<file path="config.mk">
export PLATFORM = sky130hd
export DESIGN_NAME = grad_step_scaler
export DESIGN_NICKNAME = d
export VERILOG_FILES = /design/src/rtl/grad_step_scaler.sv
export SDC_FILE = /design/constraint.sdc
export NUM_CORES = 1
export LEC_CHECK = 0
export BUFFER_PORTS_ARGS = -buffer_cell sky130_fd_sc_hd__buf_4
export CAP_MARGIN = 20
export CORE_MARGIN = 4
export CORE_UTILIZATION = 30
export CTS_BUF_LIST = sky130_fd_sc_hd__clkbuf_4 sky130_fd_sc_hd__clkbuf_8 sky130_fd_sc_hd__clkbuf_16
export DETAILED_ROUTE_END_ITERATION = 7
export PLACE_DENSITY = 0.54
export SYNTH_ARGS = -nofsm -noshare
export SYNTH_HDL_FRONTEND = slang
export SYNTH_SLANG_ARGS = --single-unit
</file>
<file path="constraint.sdc">
create_clock -name clk -period 7.8 [get_ports clk]
set_input_delay 0.39 -clock clk [delete_from_list [all_inputs] [get_ports clk]]
set_output_delay 0.39 -clock clk [all_outputs]
set_load 0.01 [all_outputs]
</file>
<file path="src/rtl/grad_step_scaler.sv">
// Scales a vector of signed Q8.8 gradient components by a Q8.8 learning rate,
// one component per cycle through a single shared multiplier, with saturation.
module grad_step_scaler #(
  parameter int unsigned FRACT_BITS = 8,
  parameter int unsigned N_DIM      = 4
) (
  input  logic                 clk,
  input  logic                 rst,
  input  logic                 in_valid,
  output logic                 in_ready,
  input  logic [16*N_DIM-1:0]  grad_in,
  input  logic [15:0]          lr_in,
  output logic                 out_valid,
  input  logic                 out_ready,
  output logic [16*N_DIM-1:0]  step_out,
  output logic [N_DIM-1:0]     sat_flags
);

  localparam int unsigned IDX_W = (N_DIM > 1) ? $clog2(N_DIM) : 1;
  localparam logic signed [23:0] MAX_V = 24'sd32767;
  localparam logic signed [23:0] MIN_V = -24'sd32768;

  typedef enum logic [1:0] {IDLE, MUL, DONE} state_t;

  state_t              state;
  logic [IDX_W-1:0]    idx;
  logic [16*N_DIM-1:0] grad_q;
  logic [15:0]         lr_q;

  logic signed [15:0]  lane_c;
  logic signed [31:0]  prod_c;
  logic signed [23:0]  shifted_c;
  logic [15:0]         clamp_c;
  logic                sat_c;

  // Reset gates in_ready directly so nothing is accepted while rst is held.
  assign in_ready = (state == IDLE) && !rst;

  // Shared multiplier: floor-shift the product, then clamp to 16-bit range.
  always_comb begin
    lane_c    = grad_q[16*idx +: 16];
    prod_c    = lane_c * $signed(lr_q);
    shifted_c = 24'(prod_c >>> FRACT_BITS);
    clamp_c   = shifted_c[15:0];
    sat_c     = 1'b0;
    if (shifted_c > MAX_V) begin
      clamp_c = 16'h7FFF;
      sat_c   = 1'b1;
    end else if (shifted_c < MIN_V) begin
      clamp_c = 16'h8000;
      sat_c   = 1'b1;
    end
  end

  always_ff @(posedge clk) begin
    if (rst) begin
      state     <= IDLE;
      idx       <= '0;
      grad_q    <= '0;
      lr_q      <= '0;
      step_out  <= '0;
      sat_flags <= '0;
      out_valid <= 1'b0;
    end else begin
      case (state)
        IDLE: begin
          if (in_valid) begin
            grad_q <= grad_in;
            lr_q   <= lr_in;
            idx    <= '0;
            state  <= MUL;
          end
        end
        MUL: begin
          step_out[16*idx +: 16] <= clamp_c;
          sat_flags[idx]         <= sat_c;
          if (idx == IDX_W'(N_DIM - 1)) begin
            idx       <= '0;
            state     <= DONE;
            out_valid <= 1'b1;
          end else begin
            idx <= idx + 1'b1;
          end
        end
        DONE: begin
          if (out_ready) begin
            out_valid <= 1'b0;
            state     <= IDLE;
          end
        end
        default: begin
          state     <= IDLE;
          out_valid <= 1'b0;
        end
      endcase
    end
  end

endmodule

</file>
# Word level (Yosys, flattened, before mapping)

Index checks and enable logic that the tools add are counted.

Register bits: 153
Output and inout port bits: 70
Logic and storage cells: 51

Add/subtract/negate cells: 2
Multipliers: 1
Magnitude comparators: 4
Equality and inequality tests: 6
Shift operators: 3
Multiplexer cells: 18
Bitwise gates (word level): 1
Reduce and logical (&&, ||, !) cells: 9

Operator list:

| cell                       | count |
|---|---|
| $bwmux W64                 | 1 |
| $shift A16 B34 Y64 const A | 1 |
| $shiftx A16 B34 Y64        | 1 |
| $shiftx A64 B7 Y16         | 1 |
| $neg A6 Y34                | 1 |
| $mul A16 B16 Y32           | 1 |
| $mux W16                   | 2 |
| $gt A24 B16 Y1 const B     | 1 |
| $lt A24 B16 Y1 const B     | 1 |
| $mux W2                    | 5 |
| $ne A2 B2 Y1 const B       | 3 |
| $pmux W2 S3                | 1 |
| $reduce_and A3 Y1          | 2 |
| $mux W1                    | 5 |
| $bwmux W4                  | 1 |
| $eq A2 B2 Y1 const B       | 2 |
| $pmux W2 S2                | 1 |
| $reduce_and A2 Y1          | 2 |
| $lt A2 B3 Y1 const B       | 1 |
| $pmux W1 S3                | 1 |
| $add A2 B1 Y2 const B      | 1 |
| $demux W1 S2               | 1 |
| $eq A2 B1 Y1 const B       | 1 |
| $ge A2 B1 Y1 const B       | 1 |
| other kinds (5)            | 6 |

# Logic depth before layout (Yosys ltp)

Depth in word-level cells: 7
Depth in mapped cells: 30

# Worst setup path before layout

OpenSTA, ideal clock, no wires.

Path type: reg2reg
Start point: register idx[0]
End point: register step_out[37]
Setup time: 0.122 ns
Data arrival time: 8.262 ns
Data required time: 7.678 ns
Slack: -0.583 ns
Cell stages (with the launch flop): 28
Buffers on the path: 4
Clock period less this slack: 8.383 ns
Cell sequence: dfxtp_1 -> buf_1 -> mux4_2 -> clkbuf_1 -> nand2_1 -> fa_1 -> inv_1 -> fa_1 -> inv_1 -> fa_1 -> fa_1 -> inv_1 -> fa_1 -> inv_1 -> fa_1 -> inv_1 -> ha_1 -> clkbuf_1 -> nor2_1 -> o31ai_1 -> a41oi_1 -> a221o_1 -> o31ai_2 -> xnor2_4 -> o41ai_2 -> and2b_1 -> buf_4 -> a221o_1

Cells in the longest elaborated chain, start to end: 7

Ends and longest elaborated chain:

| item                          | RTL line | source |
|---|---|---|
| start, declared               | 26       | `logic [IDX_W-1:0] idx;` |
| start signal, assigned        | 82       | `idx <= idx + 1'b1;` |
| $shiftx A64 B7 Y16            | 41       | `lane_c = grad_q[16*idx +: 16];` |
| $mul A16 B16 Y32              | 42       | `prod_c = lane_c * $signed(lr_q);` |
| $lt A24 B16 Y1                | 49       | `end else if (shifted_c < MIN_V) begin` |
| $mux W16                      | 49       |  |
| $mux W16                      | 46       | `if (shifted_c > MAX_V) begin` |
| $shiftx A16 B34 Y64           | 75       | `step_out[16*idx +: 16] <= clamp_c;` |
| $bwmux W64 *                  | 75       |  |
| end signal, assigned by index | 75       |  |
| end, declared                 | 15       | `output logic [16*N_DIM-1:0] step_out,` |

Mark *: on every way between the ends. The rest lies on a longest branch, timed or not.
A chain may end at the register's enable or synchronous reset.

# Worst setup path after layout

Start point: register idx[0]
End point: register step_out[45]

The elaborated chain is that of the path after synthesis.

==> qor.yml <==
power.density_nw_per_um2: 142
place_inst: 2750
slew_headroom: 0.315
die_h_um: 240
antenna_found_initial: 2
slew_violations: 0
drc: 0
vias: 13700
grt_max_degree: 87
seq_area_um2: 3070
grt_pass1_vias: 14500
hold_path.class: "in -> reg"
synth_top_area_cell: "fa_1"
fin_skew_ns: 0.0189
finalPower_mw: 2.98
final_cell_count_no_fill: 2835
drv_cap: 0
synthArstFlopShare: 0
p_leak_nw: 9.79
finalCritPeriodShare: 0.974
num_io_pins: 154
arrival_ns: 7.93
critical_path.slowest_cell: "mux4_2"
post-synth-top-area-fraction: 0.323
synth.top_cells.by_count: "354 x nand2_1, 349 x inv_1, 261 x fa_1"
synth_edf_count: 0
status: "finished clean"
vias_per_cell: 4.84
path_class: "reg -> reg"
place_congestion: 0.854
final_net_count: 2563
finalHoldViolCount: 0
grt_pass1_wl_um: 78300
htree_levels: 4
die_w_um: 240
final-setup-viol-count: 0
initialDrtViolationCount: 752
critPathCaptureType: "flip-flop"
cts_buffer_depth: 2
worst_pin_slew_ns: 1.03
synth_nets: 2282
syn2layout_area_growth_pct: 29.4
gr-total-overflow: 0
cp_slowest_stage_delay_ns: 0.55
yosysSeqAreaShare: 0.189
fillers: 5419
grt_usage: 0.174
routed_wl_um: 51500
synth_top_flop_cell: "dfxtp_1"
drive_above_1_share: 0.250
syn_area_um2: 16200
core-area_um2: 53000
num_rows: 84
wl_per_cell_um: 18.2
cpMostUsedCell: "fa_1"
rsz0062_at_grt: "yes"
ys_ff_latch: 153
synth_cell_type_count: 65
postRouteAntennaNets: 0
port-buffer-count: 153
start_kind: "flip-flop"
insertion_delay_ns: 0.46
numCtsBuffers: 17
fmax_ghz: 0.132
synth_area_leaders: "fa_1 32%, dfxtp_1 19%, nand2_1 8.2%, inv_1 8.1%, ha_1 6.6%"
cts.reportedPaths.clkPinSlew_ns: 0.08
start_util: 0.305
crit_family: "adder cells"
syn_area_per_cell_um2: 8.74
path_buf_inv: 10
cts_tree: "built"
cts.sinks: 153
vdd_drop_max_v: 0.000184
synth_cells: 1852
cts_root_buf: "clkbuf_16"
cts-hold-fix-buffers: 0
crit_required_ns: 8.13
fin_crit_ns: 7.60
yosysMostFrequentCell: "nand2_1"
dr.pass1.iters: 7
multi_input_area_um2: 12200
dp_hpwl_um: 39900
worstPathMaxFanout: 7
dieArea_um2: 57700
yosysWarnings: 0
[final cells by class]
class                      instances  area share
timing repair buffer             347       0.141
inverter                         349      0.0626
tap                              688      0.0411
clock inverter                    15     0.00765
antenna                            1    0.000120
sequential                       153       0.147
multi-input combinational       1265       0.581
clock buffer                      17      0.0203
[kinds of logic (layout without fill, tap and decap cells)]
logic type / after synthesis / in the layout / share of synthesized area
simple gates: 582 / 582 / 0.165
compound gates: 285 / 285 / 0.112
xor+xnor: 31 / 31 / 0.0179
other cells: 0 / 1 / 0
fa+ha+maj: 346 / 346 / 0.389
flops: 153 / 153 / 0.189
mux: 17 / 21 / 0.0238
buf+inv: 438 / 728 / 0.103
[through the flow]
| step | cell area (um^2) | setup TNS (ns) | util | setup WS, ns | hold WS, ns |
|---|---|---|---|---|---|
| finish | 20900 | 0 | 0.395 | 0.203 | 0.179 |
| global route | 20900 | -1.13 | 0.395 | -0.0841 | 0.176 |
| CTS | 19700 | 0 | 0.373 | 0.0322 | 0.140 |
| detailed placement | 19100 | -8.41 | 0.360 | -0.232 | 0.447 |
| global placement | 19100 | -7.08 | 0.360 | -0.212 | 0.440 |
| floorplan | 16200 | 0 | - | 0.0109 | 0.432 |
[registers in the layout, summed over array words and instances, names as in the netlist]
| signal | cells |
|---|---|
| grad_q | 64 |
| step_out | 64 |
| lr_q | 16 |
| sat_flags | 4 |
| idx | 2 |
| state | 2 |
| out_valid | 1 |
[power breakdown]
group / leakage, nW / total (mW) / switching (mW) / internal [mW]
clock: 0.274 / 0.835 / 0.385 / 0.450
sequential: 1.25 / 0.867 / 0.0414 / 0.825
combinational: 8.27 / 1.27 / 0.711 / 0.564
[worst register-to-register path, stage by stage, from the launching register on]
cell	delay (ns)
dfxtp_4	0.41
clkbuf_16	0.17
mux4_2	0.55
buf_12	0.17
and2_1	0.17
fa_1	0.47
inv_1	0.05
fa_1	0.51
fa_1	0.54
inv_1	0.07
fa_1	0.51
fa_1	0.54
inv_1	0.05
fa_1	0.53
inv_1	0.06
ha_4	0.29
inv_1	0.07
o31ai_2	0.24
a21oi_2	0.04
buf_4	0.17
a221o_1	0.39
o31ai_4	0.36
xnor2_4	0.15
o41ai_2	0.09
buf_4	0.15
and2b_2	0.24
clkbuf_16	0.17
a221o_1	0.31
[worst paths after layout]
check,start,endpoint,slack [ns],depth (start not counted)
min reg2reg,lr_q[9],lr_q[9],0.46,2
min,lr_in[2],lr_q[2],0.18,3
max reg2reg,idx[0],step_out[45],0.20,27
max,idx[0],step_out[45],0.20,27
[metal layers]
metal,wire length (um),vias up,GRT usage
li1,-,6374,-
met1,22600,6961,0.226
met2,25200,332,0.299
met3,2580,68,0.0301
met4,1050,0,0.0465
met5,0,-,0
[placed cells by master, fill, tap and decap left out, types with 4 or more instances in the layout]
master / count
a31oi_1: 4
o21ai_0: 23
fa_1: 247
ha_4: 16
buf_4: 310
buf_12: 15
dfxtp_1: 151
nor3_1: 10
nand3_1: 10
mux4_2: 19
nand2_1: 344
o211ai_1: 37
inv_2: 15
ha_1: 66
nor3_2: 4
a21oi_1: 130
clkbuf_16: 21
and2_1: 104
nand2b_1: 9
a311oi_2: 4
fa_2: 14
inv_6: 4
inv_1: 334
xnor2_1: 21
xor2_1: 8
nor2_1: 34
nand2_2: 8
o21ai_1: 8
a21o_1: 4
a221o_1: 16
and2_4: 12
nor3b_1: 4
nand4_1: 10
buf_6: 15
a21oi_2: 11
clkinvlp_4: 4
[what timing repair did]
item,4_1_cts,5_1_grt
endpoints found under the setup margin,64,64
pin swaps,0,105
setup buffers,4,39
cloned,1,7
gates resized for setup,12,175
Power figures use the tool's default switching activity.
